==> config.mk <==
export PLATFORM = sky130hd
export DESIGN_NAME = sc_statemachine_scroll
export DESIGN_NICKNAME = d
export VERILOG_FILES = /design/src/rtl/sc_scroll_pkg.sv /design/src/rtl/sc_scroll_ticker.sv /design/src/rtl/sc_statemachine_scroll.sv
export SDC_FILE = /design/constraint.sdc
export NUM_CORES = 1
export LEC_CHECK = 0
export CAP_MARGIN = 20
export CORE_ASPECT_RATIO = 0.8
export CORE_UTILIZATION = 55
export DETAILED_ROUTE_END_ITERATION = 16
export PLACE_DENSITY = 0.81
export SLEW_MARGIN = 20
export SYNTH_ARGS = -nofsm -noshare
export SYNTH_HDL_FRONTEND = slang
export SYNTH_SLANG_ARGS = --single-unit
==> constraint.sdc <==
create_clock -name SC_STATEMACHINESCROLL_CLOCK_50 -period 3.2 [get_ports SC_STATEMACHINESCROLL_CLOCK_50]
set_input_delay 0.64 -clock SC_STATEMACHINESCROLL_CLOCK_50 [delete_from_list [all_inputs] [get_ports SC_STATEMACHINESCROLL_CLOCK_50]]
set_output_delay 0.64 -clock SC_STATEMACHINESCROLL_CLOCK_50 [all_outputs]
set_load 0.02 [all_outputs]
==> src/rtl/sc_scroll_pkg.sv <==
// sc_scroll_pkg
// Shared types and constants for the obstacle-scroll scheduler.
// Contents:
//   - scrollState_t : 4-bit FSM state encoding
//   - LEVEL_0..3    : speed-level codes; these select the scroll period in the ticker
//   - LEVEL_MAX     : saturation level
//   - TICK_W        : width of the shared run/pause tick counter
package sc_scroll_pkg;

    localparam int unsigned TICK_W = 26;

    localparam logic [1:0] LEVEL_0   = 2'd0;
    localparam logic [1:0] LEVEL_1   = 2'd1;
    localparam logic [1:0] LEVEL_2   = 2'd2;
    localparam logic [1:0] LEVEL_3   = 2'd3;
    localparam logic [1:0] LEVEL_MAX = LEVEL_3;

    typedef enum logic [3:0] {
        StReset     = 4'd0,
        StIdle      = 4'd1,
        StInitClear = 4'd2,
        StInitLoad  = 4'd3,
        StRun       = 4'd4,
        StShift     = 4'd5,
        StLoad      = 4'd6,
        StCheck     = 4'd7,
        StHit       = 4'd8,
        StPause     = 4'd9,
        StGameOver  = 4'd10
    } scrollState_t;

endpackage

==> src/rtl/sc_scroll_ticker.sv <==
// sc_scroll_ticker
// Tick counter shared by the RUN and PAUSE phases. It counts up while it is enabled and sits at 0
// while it is disabled. terminal_o marks the last cycle of the selected period.
// Ports:
//   clk_i      : system clock
//   reset_i    : synchronous active-high reset
//   enable_i   : count this cycle; when low the counter is held at 0
//   pauseSel_i : 1 selects PAUSE_CYCLES, 0 selects the period for the current level
//   level_i    : speed level that selects TICK_L0..TICK_L3
//   terminal_o : counter equals period-1
module sc_scroll_ticker
    import sc_scroll_pkg::*;
#(
    parameter int unsigned TICK_L0      = 25_000_000,
    parameter int unsigned TICK_L1      = 18_750_000,
    parameter int unsigned TICK_L2      = 12_500_000,
    parameter int unsigned TICK_L3      = 6_250_000,
    parameter int unsigned PAUSE_CYCLES = 50_000_000
) (
    input  logic       clk_i,
    input  logic       reset_i,
    input  logic       enable_i,
    input  logic       pauseSel_i,
    input  logic [1:0] level_i,
    output logic       terminal_o
);

    logic [TICK_W-1:0] tickQ;
    logic [TICK_W-1:0] period;

    always_comb begin
        period = TICK_W'(TICK_L0);
        if (pauseSel_i) begin
            period = TICK_W'(PAUSE_CYCLES);
        end else begin
            case (level_i)
                LEVEL_0: period = TICK_W'(TICK_L0);
                LEVEL_1: period = TICK_W'(TICK_L1);
                LEVEL_2: period = TICK_W'(TICK_L2);
                default: period = TICK_W'(TICK_L3);
            endcase
        end
    end

    assign terminal_o = (tickQ == (period - TICK_W'(1)));

    // Holding at 0 while disabled makes every RUN/PAUSE entry start from a fresh count.
    always_ff @(posedge clk_i) begin
        if (reset_i || !enable_i) begin
            tickQ <= '0;
        end else begin
            tickQ <= tickQ + TICK_W'(1);
        end
    end

endmodule

==> src/rtl/sc_statemachine_scroll.sv <==
// sc_statemachine_scroll
// Game-level scheduler for the obstacle shift-register bank. It issues the clear, load and shift
// strobes that scroll obstacle rows, advances the row-ROM pattern, raises the speed level, and
// manages lives and game-over from the collision comparator.
// Ports:
//   SC_STATEMACHINESCROLL_CLOCK_50          : system clock
//   SC_STATEMACHINESCROLL_RESET_InHigh      : synchronous active-high reset
//   SC_STATEMACHINESCROLL_startButton_InLow : debounced start, active low
//   SC_STATEMACHINESCROLL_collision_InLow   : player/obstacle overlap, active low
//   SC_STATEMACHINESCROLL_clear_OutLow      : clear obstacle bank (1-cycle pulse)
//   SC_STATEMACHINESCROLL_load_OutLow       : load top row from ROM (1-cycle pulse)
//   SC_STATEMACHINESCROLL_shift_OutLow      : shift rows down one (1-cycle pulse)
//   SC_STATEMACHINESCROLL_pattern_Out       : row-ROM address
//   SC_STATEMACHINESCROLL_level_Out         : current speed level
//   SC_STATEMACHINESCROLL_lives_Out         : remaining lives
//   SC_STATEMACHINESCROLL_gameover_Out      : high while in game over
module sc_statemachine_scroll
    import sc_scroll_pkg::*;
#(
    parameter int unsigned TICK_L0        = 25_000_000,
    parameter int unsigned TICK_L1        = 18_750_000,
    parameter int unsigned TICK_L2        = 12_500_000,
    parameter int unsigned TICK_L3        = 6_250_000,
    parameter int unsigned ROWS_PER_LEVEL = 32,
    parameter int unsigned LIVES_INIT     = 3,
    parameter int unsigned PAUSE_CYCLES   = 50_000_000
) (
    input  logic       SC_STATEMACHINESCROLL_CLOCK_50,
    input  logic       SC_STATEMACHINESCROLL_RESET_InHigh,
    input  logic       SC_STATEMACHINESCROLL_startButton_InLow,
    input  logic       SC_STATEMACHINESCROLL_collision_InLow,
    output logic       SC_STATEMACHINESCROLL_clear_OutLow,
    output logic       SC_STATEMACHINESCROLL_load_OutLow,
    output logic       SC_STATEMACHINESCROLL_shift_OutLow,
    output logic [2:0] SC_STATEMACHINESCROLL_pattern_Out,
    output logic [1:0] SC_STATEMACHINESCROLL_level_Out,
    output logic [1:0] SC_STATEMACHINESCROLL_lives_Out,
    output logic       SC_STATEMACHINESCROLL_gameover_Out
);

    localparam int unsigned ROW_W = (ROWS_PER_LEVEL > 1) ? $clog2(ROWS_PER_LEVEL) : 1;
    localparam logic [ROW_W-1:0] ROW_LAST = ROW_W'(ROWS_PER_LEVEL - 1);
    localparam logic [1:0] LIVES_RST = 2'(LIVES_INIT);

    scrollState_t stateQ, stateD;
    logic [2:0] patternQ, patternD;
    logic [1:0] levelQ, levelD;
    logic [1:0] livesQ, livesD;
    logic [ROW_W-1:0] rowCntQ, rowCntD;
    logic clearNQ, loadNQ, shiftNQ, gameoverQ;
    logic tickDone;

    sc_scroll_ticker #(
        .TICK_L0      (TICK_L0),
        .TICK_L1      (TICK_L1),
        .TICK_L2      (TICK_L2),
        .TICK_L3      (TICK_L3),
        .PAUSE_CYCLES (PAUSE_CYCLES)
    ) u_ticker (
        .clk_i      (SC_STATEMACHINESCROLL_CLOCK_50),
        .reset_i    (SC_STATEMACHINESCROLL_RESET_InHigh),
        .enable_i   ((stateQ == StRun) || (stateQ == StPause)),
        .pauseSel_i (stateQ == StPause),
        .level_i    (levelQ),
        .terminal_o (tickDone)
    );

    always_comb begin
        stateD   = stateQ;
        patternD = patternQ;
        levelD   = levelQ;
        livesD   = livesQ;
        rowCntD  = rowCntQ;
        case (stateQ)
            StReset: stateD = StIdle;
            StIdle: begin
                if (!SC_STATEMACHINESCROLL_startButton_InLow) begin
                    stateD   = StInitClear;
                    patternD = 3'd0;
                    levelD   = LEVEL_0;
                    livesD   = LIVES_RST;
                    rowCntD  = '0;
                end
            end
            StInitClear: stateD = StInitLoad;
            StInitLoad:  stateD = StRun;
            StRun: begin
                // A collision wins over the end of the scroll period.
                if (!SC_STATEMACHINESCROLL_collision_InLow) begin
                    stateD = StHit;
                    livesD = livesQ - 2'd1;
                end else if (tickDone) begin
                    stateD = StShift;
                end
            end
            StShift: begin
                // Advance on entry to LOAD so the new top row is fetched from the next pattern.
                stateD   = StLoad;
                patternD = patternQ + 3'd1;
                if (rowCntQ == ROW_LAST) begin
                    rowCntD = '0;
                    if (levelQ != LEVEL_MAX) begin
                        levelD = levelQ + 2'd1;
                    end
                end else begin
                    rowCntD = rowCntQ + ROW_W'(1);
                end
            end
            StLoad: stateD = StCheck;
            StCheck: begin
                if (!SC_STATEMACHINESCROLL_collision_InLow) begin
                    stateD = StHit;
                    livesD = livesQ - 2'd1;
                end else begin
                    stateD = StRun;
                end
            end
            // Lives were already decremented on entry, so zero here means the last life is gone.
            StHit: stateD = (livesQ == 2'd0) ? StGameOver : StPause;
            StPause: begin
                if (tickDone) begin
                    stateD = StInitLoad;
                end
            end
            StGameOver: begin
                if (SC_STATEMACHINESCROLL_startButton_InLow) begin
                    stateD = StIdle;
                end
            end
            default: begin
                stateD   = StIdle;
                patternD = 3'd0;
                levelD   = LEVEL_0;
                livesD   = LIVES_RST;
                rowCntD  = '0;
            end
        endcase
    end

    // Strobes are decoded from the next state and registered, giving glitch-free Moore outputs.
    always_ff @(posedge SC_STATEMACHINESCROLL_CLOCK_50) begin
        if (SC_STATEMACHINESCROLL_RESET_InHigh) begin
            stateQ    <= StReset;
            patternQ  <= 3'd0;
            levelQ    <= LEVEL_0;
            livesQ    <= LIVES_RST;
            rowCntQ   <= '0;
            clearNQ   <= 1'b1;
            loadNQ    <= 1'b1;
            shiftNQ   <= 1'b1;
            gameoverQ <= 1'b0;
        end else begin
            stateQ    <= stateD;
            patternQ  <= patternD;
            levelQ    <= levelD;
            livesQ    <= livesD;
            rowCntQ   <= rowCntD;
            clearNQ   <= !((stateD == StInitClear) || (stateD == StHit));
            loadNQ    <= !((stateD == StInitLoad) || (stateD == StLoad));
            shiftNQ   <= (stateD != StShift);
            gameoverQ <= (stateD == StGameOver);
        end
    end

    assign SC_STATEMACHINESCROLL_clear_OutLow = clearNQ;
    assign SC_STATEMACHINESCROLL_load_OutLow  = loadNQ;
    assign SC_STATEMACHINESCROLL_shift_OutLow = shiftNQ;
    assign SC_STATEMACHINESCROLL_pattern_Out  = patternQ;
    assign SC_STATEMACHINESCROLL_level_Out    = levelQ;
    assign SC_STATEMACHINESCROLL_lives_Out    = livesQ;
    assign SC_STATEMACHINESCROLL_gameover_Out = gameoverQ;

endmodule
==> impl_metrics.yaml <==
clock_network:
  hold_buffers: 0
  numCtsBuffers: 5
  cts.path.max_buffers: 2
  tritoncts: "built"
  path_clk_slew_ns: 0.09
  insertion_delay_ns: 0.30
  htree_num_levels: 2
  postCtsSetupRepairBufs: 0
  cts_root_buffer: "clkbuf_8"
  cts.sinks: 46
grt:
  groute.usage.overall_pct: 23.9
  grt_pass1_vias: 2169
  grt_max_degree: 27
  overflow: 0
  antenna_found_initial: 0
  grt_pass1_wl_um: 9870
final_layout:
  seqCellArea_sq_um: 922
  multi_input_area_sq_um: 1710
  fillers: 411
  syn_to_final_growth_pct: 11.5
  fin_cells: 407
  final_nets: 362
  drive_gt1_share_pct: 6.34
  insertedDiodeCount: 0
floorplanning:
  chipWidth_um: 80.7
  start_util_pct: 58.2
  core_sq_um: 4680
  io_pins: 15
  rows: 22
  die_area_sq_um: 5240
  fp.dieH_um: 65.0
logic_synthesis:
  synth.distinct_cells: 58
  synth.cell_area_sq_um: 2730
  async_flop_share_pct: 0
  yosysMostFrequentCell: "nor2_1"
  synth_edf_count: 0
  synthTopCellsByCount: "nor2_1 (57), dfxtp_1 (46), xor2_1 (24)"
  syn_area_per_cell_sq_um: 8.09
  ys.flop_type: "dfxtp_1"
  seq_area_frac_synth_pct: 33.8
  synth_warnings: 0
  synth_fp_nets: 353
  synth.largest_area_cell: "dfxtp_1"
  synth_top_area_share_pct: 33.8
  synthCells: 337
  synth-seq-cells: 46
  synth_top_cells_by_area: "dfxtp_1 (34%), nor2_1 (7.9%), xor2_1 (7.7%)"
drt:
  wl_per_cell_um: 14.1
  first_iter_violations: 235
  vias: 2381
  ant_nets: 0
  vias_per_cell: 5.85
  route.detailed.drc: 0
  drt_first_pass_iters: 4
  wirelength_um: 5740
worst_setup_path:
  crit_buf_inv: 1
  endpoint_kind: "register"
  cp_top_family: "compound AO/OA/AOI/OAI gates"
  required_ns: 3.39
  cp.arrival_ns: 3.23
  path_cells: "inv_1 -> ha_2 -> nand2_1 -> ha_1 -> xor2_1 -> a211o_1 -> o311a_1 -> nor3_1 -> nand4_1 -> or2_1 -> a221o_1"
  critPathLaunchType: "register"
  crit_fanout: 7
  path_class: "register to register"
  cpPeakStageDelay_ns: 0.42
  crit_slowest_cell: "dfxtp_1"
pwr:
  power_frac_seq_pct: 51.9
  p_clk_share_pct: 38.7
  p_per_area_nw_per_um2: 376
  pwr-share-comb_pct: 9.4
  switching_share_pct: 24.5
  ir_drop_mv: 0.209
  p_leak_nw: 1.10
  p_int_uw: 862
  power.switching_uw: 280
sta:
  finalSetupTns_ns: 0
  worst_pin_slew_ns: 0.890
  rsz0062_at_grt: "no"
  period_share_pct: 95.0
  maxSlewHeadroom_pct: 40.7
  setup_viol: 0
  timing.final.ws_setup_ns: 0.161
  slew_viol_final: 0
  fin_skew_ns: 0.00388
  period_needed_ns: 3.04
  max_freq_mhz: 329
  hold_violations: 0
hold_path:
  min_path_type: "register to register"
placement:
  dpl_worst_slack_ns: 0.246
  dpl.hpwl_um: 4160
  place.gp.congestion: 0.916
  place.port_buffers: 14
  place_inst: 399
outcome:
  outcome: "finished, final reports clean"
job:
  drv_cap: 0
state kept, by name, summed over array words and instances (netlist names):
name / cells
rowCntQ: 5
SC_STATEMACHINESCROLL_clear_OutLow: 1
SC_STATEMACHINESCROLL_load_OutLow: 1
SC_STATEMACHINESCROLL_shift_OutLow: 1
SC_STATEMACHINESCROLL_pattern_Out: 3
SC_STATEMACHINESCROLL_gameover_Out: 1
u_ticker.tickQ: 26
SC_STATEMACHINESCROLL_lives_Out: 2
SC_STATEMACHINESCROLL_level_Out: 2
stateQ: 4
layout by cell type, fill, tap and decap left out, types with 2 or more instances in the layout:
cell,instances
ha_1,11
a311oi_1,2
nand3_1,14
nand2_1,18
nor2b_1,9
mux2i_1,6
o21bai_1,4
nand2b_1,8
a21oi_1,18
buf_4,8
or3_1,6
clkbuf_8,5
and2_1,2
inv_1,6
o21ai_0,11
nand4_1,9
and4_1,5
nand4b_1,2
a211o_1,3
clkdlybuf4s50_1,14
nor4_1,5
o32ai_1,2
xnor2_1,8
nor3_1,5
nor3b_1,2
xor2_1,24
dfxtp_1,45
and3_1,2
o21ai_1,2
a2111oi_0,2
nor2_1,57
layer usage:
layer	track usage (%)	routed length [um]	part of all wire [%]
met1	33.8	2860	50
met2	37.6	2510	44
met3	4.51	318	5.5
met4	5.36	60	1.0
met5	0	0	0
timing repair:
action	4_1_cts	5_1_grt
endpoints found under the setup margin	0	1
endpoints found under the hold margin	0	0
resized for setup	0	2
power by group through the flow:
stage | sequential [mW] | combinational (mW) | clock, mW
2_1_floorplan | 0.608 | 0.0702 | 0
3_3_place_gp | 0.606 | 0.104 | 0
3_5_place_dp | 0.606 | 0.106 | 0
4_1_cts | 0.592 | 0.107 | 0.445
5_1_grt | 0.595 | 0.120 | 0.466
6_report | 0.593 | 0.107 | 0.442
per-stage QoR:
step           power [mW]  cell area, sq um  hold slack [ns]  util (%)
3_5_place_dp        0.712              2920            0.493      62.4
6_report             1.14              3040            0.510      64.9
5_1_grt              1.18              3040            0.526      64.9
4_1_cts              1.14              3030            0.506      64.8
2_1_floorplan       0.678              2730            0.453         -
3_3_place_gp        0.710              2920            0.470      62.4
cell type report:
class                           count  area share [%]
Multi-Input combinational cell    265            56.1
Sequential cell                    46            30.4
Timing Repair Buffer               22            6.59
Tap cell                           60            2.47
Clock buffer                        5            2.27
Clock inverter                      3            1.44
Inverter                            6           0.741
kinds of logic (layout without fill, tap and decap cells):
| logic type | count (synthesis) | after routing | synth area share [%] |
|---|---|---|---|
| compound gates | 59 | 59 | 14.4 |
| xor+xnor | 32 | 32 | 10.3 |
| fa+ha+maj | 12 | 12 | 5.51 |
| buf+inv | 26 | 36 | 3.72 |
| flops | 46 | 46 | 33.8 |
| mux | 6 | 6 | 2.20 |
| simple gates | 156 | 156 | 30.1 |
worst register-to-register path: stages (launching register included):
cell and delay (ns):
dfxtp_1 0.42, inv_1 0.13, ha_2 0.42, nand2_1 0.07
ha_1 0.23, xor2_1 0.20, a211o_1 0.29, o311a_1 0.13
nor3_1 0.20, nand4_1 0.19, or2_1 0.29, a221o_1 0.36
worst paths after layout:
path / startpoint / end / slack (ns) / depth (start not counted)
setup / recovery: SC_STATEMACHINESCROLL_level_Out[0] / SC_STATEMACHINESCROLL_load_OutLow / 0.16 / 11
hold / removal: rowCntQ[3] / rowCntQ[3] / 0.51 / 2
setup reg to reg: SC_STATEMACHINESCROLL_level_Out[0] / SC_STATEMACHINESCROLL_load_OutLow / 0.16 / 11
hold reg to reg: rowCntQ[3] / rowCntQ[3] / 0.51 / 2
No activity file was read; power rests on OpenSTA's default activity.
